$ cat src/rtl/ball_motion_ctrl_if.sv
// Signal bundle between the ball sequencer and its neighbours: frame tick
// source, platform position, brick hit, player keys, and the ball state
// that feeds the colour mapper.
interface ball_motion_ctrl_if;
    logic       frame_clk;
    logic [9:0] platX;
    logic [8:0] platY;
    logic       launch;
    logic       brick_hit;
    logic       restart;
    logic [9:0] ballX;
    logic [8:0] ballY;
    logic [1:0] lives;
    logic       serving;
    logic       game_over;
    logic       lost_pulse;

    // game side: drives the inputs, watches the ball
    modport master (
        output frame_clk, platX, platY, launch, brick_hit, restart,
        input  ballX, ballY, lives, serving, game_over, lost_pulse
    );

    // ball sequencer side
    modport slave (
        input  frame_clk, platX, platY, launch, brick_hit, restart,
        output ballX, ballY, lives, serving, game_over, lost_pulse
    );
endinterface

$ cat src/rtl/ball_motion_ctrl.sv
// Ball sprite sequencer. Advances the ball centre once per frame tick,
// handles serve/launch, wall, platform and brick reflections, ball loss,
// the lives count and game over.
module ball_motion_ctrl #(
    parameter int BALL_R      = 10,
    parameter int STEP        = 2,
    parameter int PLAT_HALF_W = 128,
    parameter int PLAT_HALF_H = 8,
    parameter int SCREEN_W    = 640,
    parameter int SCREEN_H    = 480,
    parameter int LIVES_INIT  = 3,
    parameter int LOST_FRAMES = 60
) (
    input  logic               Clk,
    input  logic               Reset_n,
    ball_motion_ctrl_if.slave  bus
);

    typedef enum logic [1:0] {S_SERVE, S_MOVE, S_LOST, S_OVER} state_t;

    localparam int CW = $clog2(LOST_FRAMES + 1);

    localparam logic signed [11:0] C_R    = 12'(BALL_R);
    localparam logic signed [11:0] C_XMAX = 12'(SCREEN_W - 1 - BALL_R);
    localparam logic signed [11:0] C_YBOT = 12'(SCREEN_H - 1);
    localparam logic signed [11:0] C_PHW  = 12'(PLAT_HALF_W);
    localparam logic signed [11:0] C_PHH  = 12'(PLAT_HALF_H);
    localparam logic signed [3:0]  C_STEP = 4'(STEP);
    localparam logic [CW-1:0]      C_LAST = CW'(LOST_FRAMES - 1);

    // [0],[1] synchronize, [2] holds the previous synced value for edge detect
    logic [2:0] r_fc_sync, r_la_sync, r_rs_sync;

    state_t            r_st, w_st_n;
    logic [9:0]        r_ballX, w_bx_n;
    logic [8:0]        r_ballY, w_by_n;
    logic signed [3:0] r_vx, w_vx_n;
    logic signed [3:0] r_vy, w_vy_n;
    logic [1:0]        r_lives, w_lives_n;
    logic [CW-1:0]     r_cnt, w_cnt_n;
    logic              r_hit, w_hit_n;
    logic              r_lp, w_lp_n;

    logic              w_tick, w_launch, w_restart, w_hit_now;
    logic signed [3:0] w_vy_eff;
    logic signed [11:0] w_vx12, w_vy12, w_cx, w_cy, w_px, w_py;
    logic [9:0]        w_sx;
    logic [8:0]        w_sy;
    logic              w_plat_hit;

    assign w_tick    = r_fc_sync[1] & ~r_fc_sync[2];
    assign w_launch  = r_la_sync[1] & ~r_la_sync[2];
    assign w_restart = r_rs_sync[1] & ~r_rs_sync[2];

    // a hit pulse landing on the tick cycle itself still reverses this frame
    assign w_hit_now = r_hit | bus.brick_hit;
    assign w_vy_eff  = w_hit_now ? -r_vy : r_vy;

    assign w_vx12 = {{8{r_vx[3]}}, r_vx};
    assign w_vy12 = {{8{w_vy_eff[3]}}, w_vy_eff};
    assign w_cx   = $signed({2'b00, r_ballX}) + w_vx12;
    assign w_cy   = $signed({3'b000, r_ballY}) + w_vy12;
    assign w_px   = $signed({2'b00, bus.platX});
    assign w_py   = $signed({3'b000, bus.platY});

    // resting spot on top of the platform, used for serve and bounce
    assign w_sx = (w_px < C_R)    ? 10'(BALL_R) :
                  (w_px > C_XMAX) ? 10'(SCREEN_W - 1 - BALL_R) : bus.platX;
    assign w_sy = bus.platY - 9'(PLAT_HALF_H + BALL_R);

    // only a descending ball whose bottom edge is inside the platform band bounces
    assign w_plat_hit = (w_vy_eff > 4'sd0)
                     && (w_cy + C_R >= w_py - C_PHH)
                     && (w_cy + C_R <= w_py + C_PHH)
                     && (w_cx + C_R >  w_px - C_PHW)
                     && (w_cx - C_R <  w_px + C_PHW);

    // input synchronizers and edge-detect history
    always_ff @(posedge Clk or negedge Reset_n) begin
        if (!Reset_n) begin
            r_fc_sync <= '0;
            r_la_sync <= '0;
            r_rs_sync <= '0;
        end else begin
            r_fc_sync <= {r_fc_sync[1:0], bus.frame_clk};
            r_la_sync <= {r_la_sync[1:0], bus.launch};
            r_rs_sync <= {r_rs_sync[1:0], bus.restart};
        end
    end

    // state and ball registers
    always_ff @(posedge Clk or negedge Reset_n) begin
        if (!Reset_n) begin
            r_st    <= S_SERVE;
            r_ballX <= 10'(SCREEN_W / 2);
            r_ballY <= 9'(SCREEN_H / 2);
            r_vx    <= 4'sd0;
            r_vy    <= 4'sd0;
            r_lives <= 2'(LIVES_INIT);
            r_cnt   <= '0;
            r_hit   <= 1'b0;
            r_lp    <= 1'b0;
        end else begin
            r_st    <= w_st_n;
            r_ballX <= w_bx_n;
            r_ballY <= w_by_n;
            r_vx    <= w_vx_n;
            r_vy    <= w_vy_n;
            r_lives <= w_lives_n;
            r_cnt   <= w_cnt_n;
            r_hit   <= w_hit_n;
            r_lp    <= w_lp_n;
        end
    end

    // next state, per-frame motion and reflections
    always_comb begin
        w_st_n    = r_st;
        w_bx_n    = r_ballX;
        w_by_n    = r_ballY;
        w_vx_n    = r_vx;
        w_vy_n    = r_vy;
        w_lives_n = r_lives;
        w_cnt_n   = r_cnt;
        w_hit_n   = 1'b0;
        w_lp_n    = 1'b0;
        unique case (r_st)
            S_SERVE: begin
                if (w_tick) begin
                    w_bx_n = w_sx;
                    w_by_n = w_sy;
                end
                if (w_launch) begin
                    w_vx_n = C_STEP;
                    w_vy_n = -C_STEP;
                    w_st_n = S_MOVE;
                end
            end
            S_MOVE: begin
                w_hit_n = w_hit_now;
                if (w_tick) begin
                    w_hit_n = 1'b0;
                    w_vy_n  = w_vy_eff;
                    if (w_cx <= C_R) begin
                        w_bx_n = 10'(BALL_R);
                        w_vx_n = C_STEP;
                    end else if (w_cx >= C_XMAX) begin
                        w_bx_n = 10'(SCREEN_W - 1 - BALL_R);
                        w_vx_n = -C_STEP;
                    end else begin
                        w_bx_n = w_cx[9:0];
                    end
                    if (w_cy <= C_R) begin
                        w_by_n = 9'(BALL_R);
                        w_vy_n = C_STEP;
                    end else if (w_plat_hit) begin
                        w_by_n = w_sy;
                        w_vy_n = -C_STEP;
                    end else if (w_cy + C_R >= C_YBOT) begin
                        w_by_n    = 9'(SCREEN_H - 1 - BALL_R);
                        w_vx_n    = 4'sd0;
                        w_vy_n    = 4'sd0;
                        w_lives_n = (r_lives != 2'd0) ? r_lives - 2'd1 : 2'd0;
                        w_lp_n    = 1'b1;
                        w_cnt_n   = '0;
                        w_st_n    = S_LOST;
                    end else begin
                        w_by_n = w_cy[8:0];
                    end
                end
            end
            S_LOST: begin
                if (w_tick) begin
                    if (r_cnt == C_LAST) begin
                        w_cnt_n = '0;
                        w_st_n  = (r_lives == 2'd0) ? S_OVER : S_SERVE;
                    end else begin
                        w_cnt_n = r_cnt + CW'(1);
                    end
                end
            end
            S_OVER: begin
                if (w_restart) begin
                    w_lives_n = 2'(LIVES_INIT);
                    w_st_n    = S_SERVE;
                end
            end
            default: w_st_n = S_SERVE;
        endcase
    end

    assign bus.ballX      = r_ballX;
    assign bus.ballY      = r_ballY;
    assign bus.lives      = r_lives;
    assign bus.serving    = (r_st == S_SERVE);
    assign bus.game_over  = (r_st == S_OVER);
    assign bus.lost_pulse = r_lp;

endmodule

$ cat src/flat_wrapper.sv
// flat-port wrapper written by rule: the top's interface ports become plain ports
module ball_motion_ctrl_flat 
#(
    parameter int BALL_R      = 10,
    parameter int STEP        = 2,
    parameter int PLAT_HALF_W = 128,
    parameter int PLAT_HALF_H = 8,
    parameter int SCREEN_W    = 640,
    parameter int SCREEN_H    = 480,
    parameter int LIVES_INIT  = 3,
    parameter int LOST_FRAMES = 60
)
  (Clk, Reset_n, bus_frame_clk, bus_platX, bus_platY, bus_launch, bus_brick_hit, bus_restart, bus_ballX, bus_ballY, bus_lives, bus_serving, bus_game_over, bus_lost_pulse);
  ball_motion_ctrl_if bus_i ();
  input  logic Clk;
  input  logic Reset_n;
  input wire logic [$bits(bus_i.frame_clk)-1:0] bus_frame_clk;
  input wire logic [$bits(bus_i.platX)-1:0] bus_platX;
  input wire logic [$bits(bus_i.platY)-1:0] bus_platY;
  input wire logic [$bits(bus_i.launch)-1:0] bus_launch;
  input wire logic [$bits(bus_i.brick_hit)-1:0] bus_brick_hit;
  input wire logic [$bits(bus_i.restart)-1:0] bus_restart;
  output wire logic [$bits(bus_i.ballX)-1:0] bus_ballX;
  output wire logic [$bits(bus_i.ballY)-1:0] bus_ballY;
  output wire logic [$bits(bus_i.lives)-1:0] bus_lives;
  output wire logic [$bits(bus_i.serving)-1:0] bus_serving;
  output wire logic [$bits(bus_i.game_over)-1:0] bus_game_over;
  output wire logic [$bits(bus_i.lost_pulse)-1:0] bus_lost_pulse;
  assign bus_i.frame_clk = bus_frame_clk;
  assign bus_i.platX = bus_platX;
  assign bus_i.platY = bus_platY;
  assign bus_i.launch = bus_launch;
  assign bus_i.brick_hit = bus_brick_hit;
  assign bus_i.restart = bus_restart;
  assign bus_ballX = bus_i.ballX;
  assign bus_ballY = bus_i.ballY;
  assign bus_lives = bus_i.lives;
  assign bus_serving = bus_i.serving;
  assign bus_game_over = bus_i.game_over;
  assign bus_lost_pulse = bus_i.lost_pulse;
  ball_motion_ctrl #(.BALL_R(BALL_R), .STEP(STEP), .PLAT_HALF_W(PLAT_HALF_W), .PLAT_HALF_H(PLAT_HALF_H), .SCREEN_W(SCREEN_W), .SCREEN_H(SCREEN_H), .LIVES_INIT(LIVES_INIT), .LOST_FRAMES(LOST_FRAMES)) u_core (.Clk(Clk), .Reset_n(Reset_n), .bus(bus_i));
endmodule
$ cat config.mk
export PLATFORM = sky130hd
export DESIGN_NAME = ball_motion_ctrl_flat
export DESIGN_NICKNAME = d
export VERILOG_FILES = /design/src/rtl/ball_motion_ctrl_if.sv /design/src/rtl/ball_motion_ctrl.sv /design/src/flat_wrapper.sv
export SDC_FILE = /design/constraint.sdc
export NUM_CORES = 1
export LEC_CHECK = 0
export CAP_MARGIN = 40
export CORE_MARGIN = 2
export CORE_UTILIZATION = 65
export CTS_BUF_LIST = sky130_fd_sc_hd__clkbuf_4
export DETAILED_ROUTE_END_ITERATION = 7
export PLACE_DENSITY = 0.95
export SYNTH_ARGS = -nofsm -noshare
export SYNTH_HDL_FRONTEND = slang
export SYNTH_SLANG_ARGS = --single-unit
$ cat constraint.sdc
create_clock -name Clk -period 7.6 [get_ports Clk]
set_clock_uncertainty 0.1 [all_clocks]
set_input_delay 0.76 -clock Clk [delete_from_list [all_inputs] [get_ports Clk]]
set_output_delay 0.76 -clock Clk [all_outputs]
set_load 0.01 [all_outputs]
==> impl_metrics.py, run 1 <==
metrics = {
    "timing": {
        "drv_slew": 0,
        "fmax_mhz": 162,
        "relSlewSlack": 0.305,
        "worst_pin_slew_ps": 1030,
        "report.final.hold_viol_count": 0,
        "post-route-period-util": 0.810,
        "setup_viol": 0,
        "rsz0062_at_grt": "no",
        "totalNegativeSetupSlack_ps": 0,
        "post-route-min-period_ps": 6160,
    },
    "cts": {
        "clock-sinks": 47,
        "ctsResizeCount": 0,
        "cts_tree": "built",
        "h-tree-depth": 2,
        "clk_latency_ps": 370,
        "ctsLongestPathBuffers": 2,
        "cts_hold_buf": 0,
        "cts_buffers": 5,
        "clk_transition_reported_paths_ps": 150,
        "post_cts_buffers": 0,
        "cts_root_buffer": "clkbuf_4",
    },
    "synthesis": {
        "ys_types": 79,
        "ys_async_sr_fraction": 1.00,
        "synth_top_area_frac": 0.180,
        "seq_area_frac_synth": 0.218,
        "muxShareOfSynthArea": 0.00783,
        "ys.flop_type": "dfrtp_1",
        "synth_edf_count": 0,
        "synth_area_sq_mm": 0.00543,
        "synth_compound_area_frac": 0.267,
        "ys_warn_count": 0,
        "synth.ff_latch_count": 47,
        "synth_cells": 652,
        "synth_area_leader_cell": "dfrtp_1",
        "yosys.area_share.adder": 0.167,
        "ys_top_cells_by_area": "dfrtp_1, ha_1, xnor2_1",
        "synth_nets": 749,
        "synth-xor-area-share": 0.0898,
        "synth_top_family_by_area": "compound AO/OA/AOI/OAI gates",
        "synth-simple-area-share": 0.201,
        "synth.avg_cell_area_sq_um": 8.33,
    },
    "cells_and_area": {
        "final_cell_area_sq_mm": 0.00605,
        "final_nets": 785,
        "areaGrowthSynthToFinish_pct": 11.4,
        "layout.cells.non_filler": 794,
        "final_layout_size_suffix_gt1_frac": 0.0581,
        "insertedDiodeCount": 0,
    },
    "drt": {
        "wl_microns": 14700,
        "vias": 5280,
        "post_drt_via_cell_ratio": 6.65,
        "firstDrtPassIters": 5,
        "post_drt_wl_per_cell_microns": 18.5,
        "ant_nets": 0,
        "drt_iter0_drc": 387,
        "drc_errors": 0,
    },
    "placement": {
        "portBuffers": 48,
        "routabilityCongestion": 1.01,
        "hpwl_microns": 11700,
        "place_area_sq_mm": 0.00597,
        "place_inst": 786,
    },
    "worst_setup_path": {
        "max_stage_delay_ps": 470,
        "r2r_slack_ps": 1540,
        "path_buf_inv": 2,
        "crit_fanout": 11,
        "end_kind": "flip-flop",
        "path_cells": "clkdlybuf4s50_1 -> o21bai_1 -> xor2_1 -> inv_1 -> ha_1 -> a21o_1 -> o21a_1 -> a311oi_1 -> nand2_1 -> xnor2_1 -> ha_1 -> a21o_1 -> a2111oi_0 -> o21ai_0 -> a211o_1 -> o211a_1 -> o211a_1 -> o31ai_4 -> o21ai_0",
        "startpoint_type": "input pin",
        "slowest_stage": "ha_1",
        "cp_top_family": "compound AO/OA/AOI/OAI gates",
        "cp.arrival_ps": 6320,
        "worstPathRequired_ps": 7760,
        "crit_type": "input pin to flip-flop",
    },
    "min_path": {
        "min_path_type": "input pin to asynchronous set/reset pin",
    },
    "floorplanning": {
        "dieArea_sq_mm": 0.00910,
        "core_region_area_sq_mm": 0.00818,
        "die_y_microns": 95.4,
        "rows": 33,
        "die_width_microns": 95.4,
        "start_util": 0.664,
        "num_io_pins": 49,
    },
    "global_routing": {
        "first_global_vias": 5033,
        "grt_overflow": 0,
        "track_usage": 0.328,
        "grt_max_degree": 39,
        "antenna_found_initial": 0,
        "grt_pass1_wl_microns": 23700,
    },
    "flow_run": {
        "max-cap-violations": 0,
    },
    "outcome": {
        "status": "finished, final reports clean",
    },
}
-- registers in the layout, summed over array words and instances, names as in the netlist, 3 cells and up --
signal	flops
u_core.bus.ballX	10
u_core.bus.ballY	9
u_core.r_cnt	6
u_core.r_fc_sync	3
u_core.r_la_sync	3
u_core.r_rs_sync	3
u_core.r_vx	4
u_core.r_vy	3
-- metal layers --
layer  part of all wire  GRT usage
met4              0.042      0.151
met5                  0          0
met2               0.49      0.570
met1               0.41      0.411
met3              0.062     0.0340
-- layout by cell type (no fill, tap or decap), types with 9 or more instances in the layout --
cell type	instances
a21o_1	10
a21oi_1	36
clkdlybuf4s50_1	47
dfrtp_1	39
ha_1	71
inv_1	47
nand2_1	50
nand2b_1	13
nand3_1	22
nor2_1	41
nor2b_1	9
nor3_1	20
o21a_1	12
o21ai_0	37
xnor2_1	39
xor2_1	13
-- final cells by class --
cell class	instances	area [sq um]
Clock buffer	5	37.5
Clock inverter	3	42.5
Multi-Input combinational cell	538	3980
Sequential cell	47	1190
Tap cell	105	131
Fill cell	605	2120
Inverter	47	176
Timing Repair Buffer	49	495
-- path summary, 6_finish.rpt --
check,from,endpoint,cells past startpoint
min in group Clk,u_core.r_fc_sync[0]$_DFF_PN0_,u_core.r_fc_sync[1]$_DFF_PN0_,0
max reg2reg,u_core.r_vy[1]$_DFFE_PN0P_,u_core.r_cnt[4]$_DFFE_PN0P_,20
min reg2reg,u_core.r_fc_sync[0]$_DFF_PN0_,u_core.r_fc_sync[1]$_DFF_PN0_,0
min,Reset_n,u_core.r_hit$_DFF_PN0_,1
max in group asynchronous,Reset_n,u_core.bus.ballX[6]$_DFFE_PN1P_,2
max,bus_brick_hit,u_core.r_cnt[4]$_DFFE_PN0P_,19
-- stage by stage --
stage | worst slack, ps | hold slack, ps | utilization
after floorplan | 2390 | 231 | -
after global placement | 1330 | 233 | 0.728
after detailed placement | 1120 | 237 | 0.731
after CTS | 1520 | 129 | 0.740
after global routing | 1150 | 126 | 0.740
final | 1440 | 128 | 0.740
-- kinds of logic (layout without fill, tap and decap cells) --
family,after synthesis,after routing
AND/OR/NAND/NOR,208,208
AO/OA/AOI/OAI,200,200
adder cells (fa/ha/maj),72,72
buffers and inverters,67,104
XOR/XNOR,54,54
flip-flops,47,47
multiplexers,4,4
-- worst reg2reg max path, cell delays in order (launching register included) --
cell and delay [ps]:
dfrtp_1 450, inv_1 110, ha_1 200, o21bai_1 160, xor2_1 430, inv_1 330
ha_1 470, a21o_1 250, o21a_1 200, a311oi_1 470, nand2_1 150, xnor2_1 290
ha_1 290, a21o_1 180, a2111oi_0 370, o21ai_0 220, a211o_1 300, o211a_1 140
o211a_1 310, o31ai_4 400, o21ai_0 140
-- cells in the mapped netlist, drive strengths merged (5+ instances only) --
cell and instances:
a21oi 36, o21ai 41, o22a 5, o21a 12
o21bai 5, o211a 5, a211oi 6, or3 6
inv 47, nand2b 13, ha 71, xor2 14
dfrtp 39, o2111ai 5, a31oi 9, nor2 42
nand4 6, a41oi 5, nand2 51, nor3b 7
dfstp 8, a211o 7, and3 8, o211ai 9
xnor2 40, nand3 23, a21o 10, nor4 9
nor3 21, clkbuf 17, nor2b 9, o221ai 6
Power of run 1 is not shown: default switching activity piles up to over one toggle a cycle in this logic, so the estimate is an artifact.
==> inputs of run 2 (changes only) <==
CORE_UTILIZATION = 55   (was 65)
PLACE_DENSITY = 0.89   (was 0.95)
clock period = 5.55 ns   (was 7.6 ns; I/O delays follow)
==> impl_metrics.py, run 2 (same netlist as run 1, synthesis figures left out) <==
metrics = {
    "outcome": {
        "status": "finished, final reports clean",
    },
    "global_routing": {
        "track_usage": 0.282,
        "grt_pass1_wl_microns": 24200,
        "first_global_vias": 5318,
        "grt_max_degree": 28,
        "grt-busiest-layer": "met2",
        "grtUsageMet3": 0.0329,
        "antenna_found_initial": 0,
        "met2_usage": 0.494,
        "grt_overflow": 0,
        "grt_use_met1": 0.339,
    },
    "cells_and_area": {
        "final_nets": 806,
        "insertedDiodeCount": 0,
        "final_common_cell": "ha_1",
        "areaGrowthSynthToFinish_pct": 15.6,
        "regArea_sq_mm": 0.00119,
        "utilization": 0.648,
        "final_cell_area_sq_mm": 0.00628,
        "multi_input_area_sq_mm": 0.00401,
        "largest_reg_flops": 10,
        "layout_common_cells": "ha_1, nand2_1, inv_1, clkdlybuf4s50_1, nor2_1",
        "n_fill_cell": 785,
        "final_layout_size_suffix_gt1_frac": 0.0915,
    },
    "cts": {
        "h-tree-depth": 2,
        "post_cts_buffers": 0,
        "clk_transition_reported_paths_ps": 160,
        "clk_latency_ps": 370,
        "ctsLongestPathBuffers": 2,
        "cts_tree": "built",
        "clock-sinks": 47,
        "cts_root_buffer": "clkbuf_4",
        "cts_buffers": 5,
    },
    "timing": {
        "relSlewSlack": 0.429,
        "post-route-min-period_ps": 5190,
        "worst_pin_slew_ps": 854,
        "setup_viol": 0,
        "totalNegativeSetupSlack_ps": 0,
        "fmax_mhz": 193,
        "drv_slew": 0,
        "rsz0062_at_grt": "no",
        "report.final.hold_viol_count": 0,
        "post-route-period-util": 0.935,
    },
    "worst_setup_path": {
        "cp.arrival_ps": 5350,
        "crit_fanout": 8,
        "crit_type": "flip-flop to flip-flop",
        "crit_end": "u_core.bus.ballY[3]$_DFFE_PN0P_",
        "startpoint_type": "flip-flop",
        "worstPathRequired_ps": 5710,
        "rr_startpoint": "u_core.r_vy[1]$_DFFE_PN0P_",
        "reg2reg_to": "u_core.bus.ballY[3]$_DFFE_PN0P_",
        "end_kind": "flip-flop",
        "reg2reg_depth": 19,
        "r2r_slack_ps": 360,
        "startpoint": "u_core.r_vy[1]$_DFFE_PN0P_",
    },
    "drt": {
        "post_drt_wl_per_cell_microns": 17.5,
        "wl_microns": 14700,
        "drt_iter0_drc": 306,
        "post_drt_via_cell_ratio": 6.42,
        "ant_nets": 0,
        "drc_errors": 0,
        "firstDrtPassIters": 5,
        "vias": 5411,
    },
    "floorplanning": {
        "rows": 36,
        "die_width_microns": 103,
        "start_util": 0.561,
        "num_io_pins": 49,
        "core_region_area_sq_mm": 0.00968,
        "dieArea_sq_mm": 0.0107,
        "die_y_microns": 103,
    },
    "placement": {
        "hpwl_microns": 11900,
        "routabilityCongestion": 1.01,
        "portBuffers": 48,
        "place_area_sq_mm": 0.00616,
    },
    "flow_run": {
        "max-cap-violations": 0,
    },
    "min_path": {
        "min_path_type": "input pin to asynchronous set/reset pin",
    },
}
run 2: cell type report:
| cell class | instances | share of cell area |
|---|---|---|
| multi-input cells | 538 | 0.639 |
| flip-flops and latches | 47 | 0.189 |
| well taps | 133 | 0.0265 |
| inverters | 47 | 0.0281 |
| repair buffers | 70 | 0.104 |
| clock buffers | 5 | 0.00598 |
| clock inverters | 3 | 0.00737 |
run 2: worst min-delay path by stage:
stage / end / start
finish: u_core.r_cnt[5]$_DFFE_PN0P_ / Reset_n
global route: u_core.r_cnt[5]$_DFFE_PN0P_ / Reset_n
CTS: u_core.r_cnt[5]$_DFFE_PN0P_ / Reset_n
detailed placement: u_core.r_fc_sync[1]$_DFF_PN0_ / u_core.r_fc_sync[0]$_DFF_PN0_
global placement: u_core.r_fc_sync[1]$_DFF_PN0_ / u_core.r_fc_sync[0]$_DFF_PN0_
floorplan: u_core.bus.ballX[0]$_DFFE_PN0P_ / Reset_n
run 2: what timing repair did:
item                       4_1_cts  5_1_grt
gates resized for setup          0        5
hold buffers                     0        0
setup endpoints to repair        0       23
run 2: worst max-delay path: stages, from the launching register on:
cell and delay, ps:
dfrtp_1 450, inv_1 100, ha_1 200, o21bai_1 160, xor2_1 170, inv_1 160
ha_1 400, a21o_1 260, nor4_1 470, nor4b_4 120, xnor2_1 270, ha_1 300
a21o_1 180, a2111oi_0 370, o21ai_0 190, a211o_1 290, o211a_1 140, o211ai_2 170
nand3_2 200, o221a_1 340
run 2: through the flow:
step | worst slack, ps | instances | hold WS (ps)
3_5_place_dp | -104 | 833 | 235
5_1_grt | 11.1 | 843 | 117
6_report | 359 | 843 | 78.3
3_3_place_gp | 65.3 | 832 | 233
2_1_floorplan | 541 | 652 | 159
4_1_cts | 222 | 841 | 95.1
run 2: metal layers:
layer / vias to the layer above / wire, microns / part of all wire
li1: 2545 / - / -
met1: 2599 / 6060 / 0.41
met2: 205 / 7100 / 0.48
met3: 62 / 813 / 0.055
met4: 0 / 757 / 0.051
met5: - / 0 / 0
Power of run 2 is left out for the same reason.
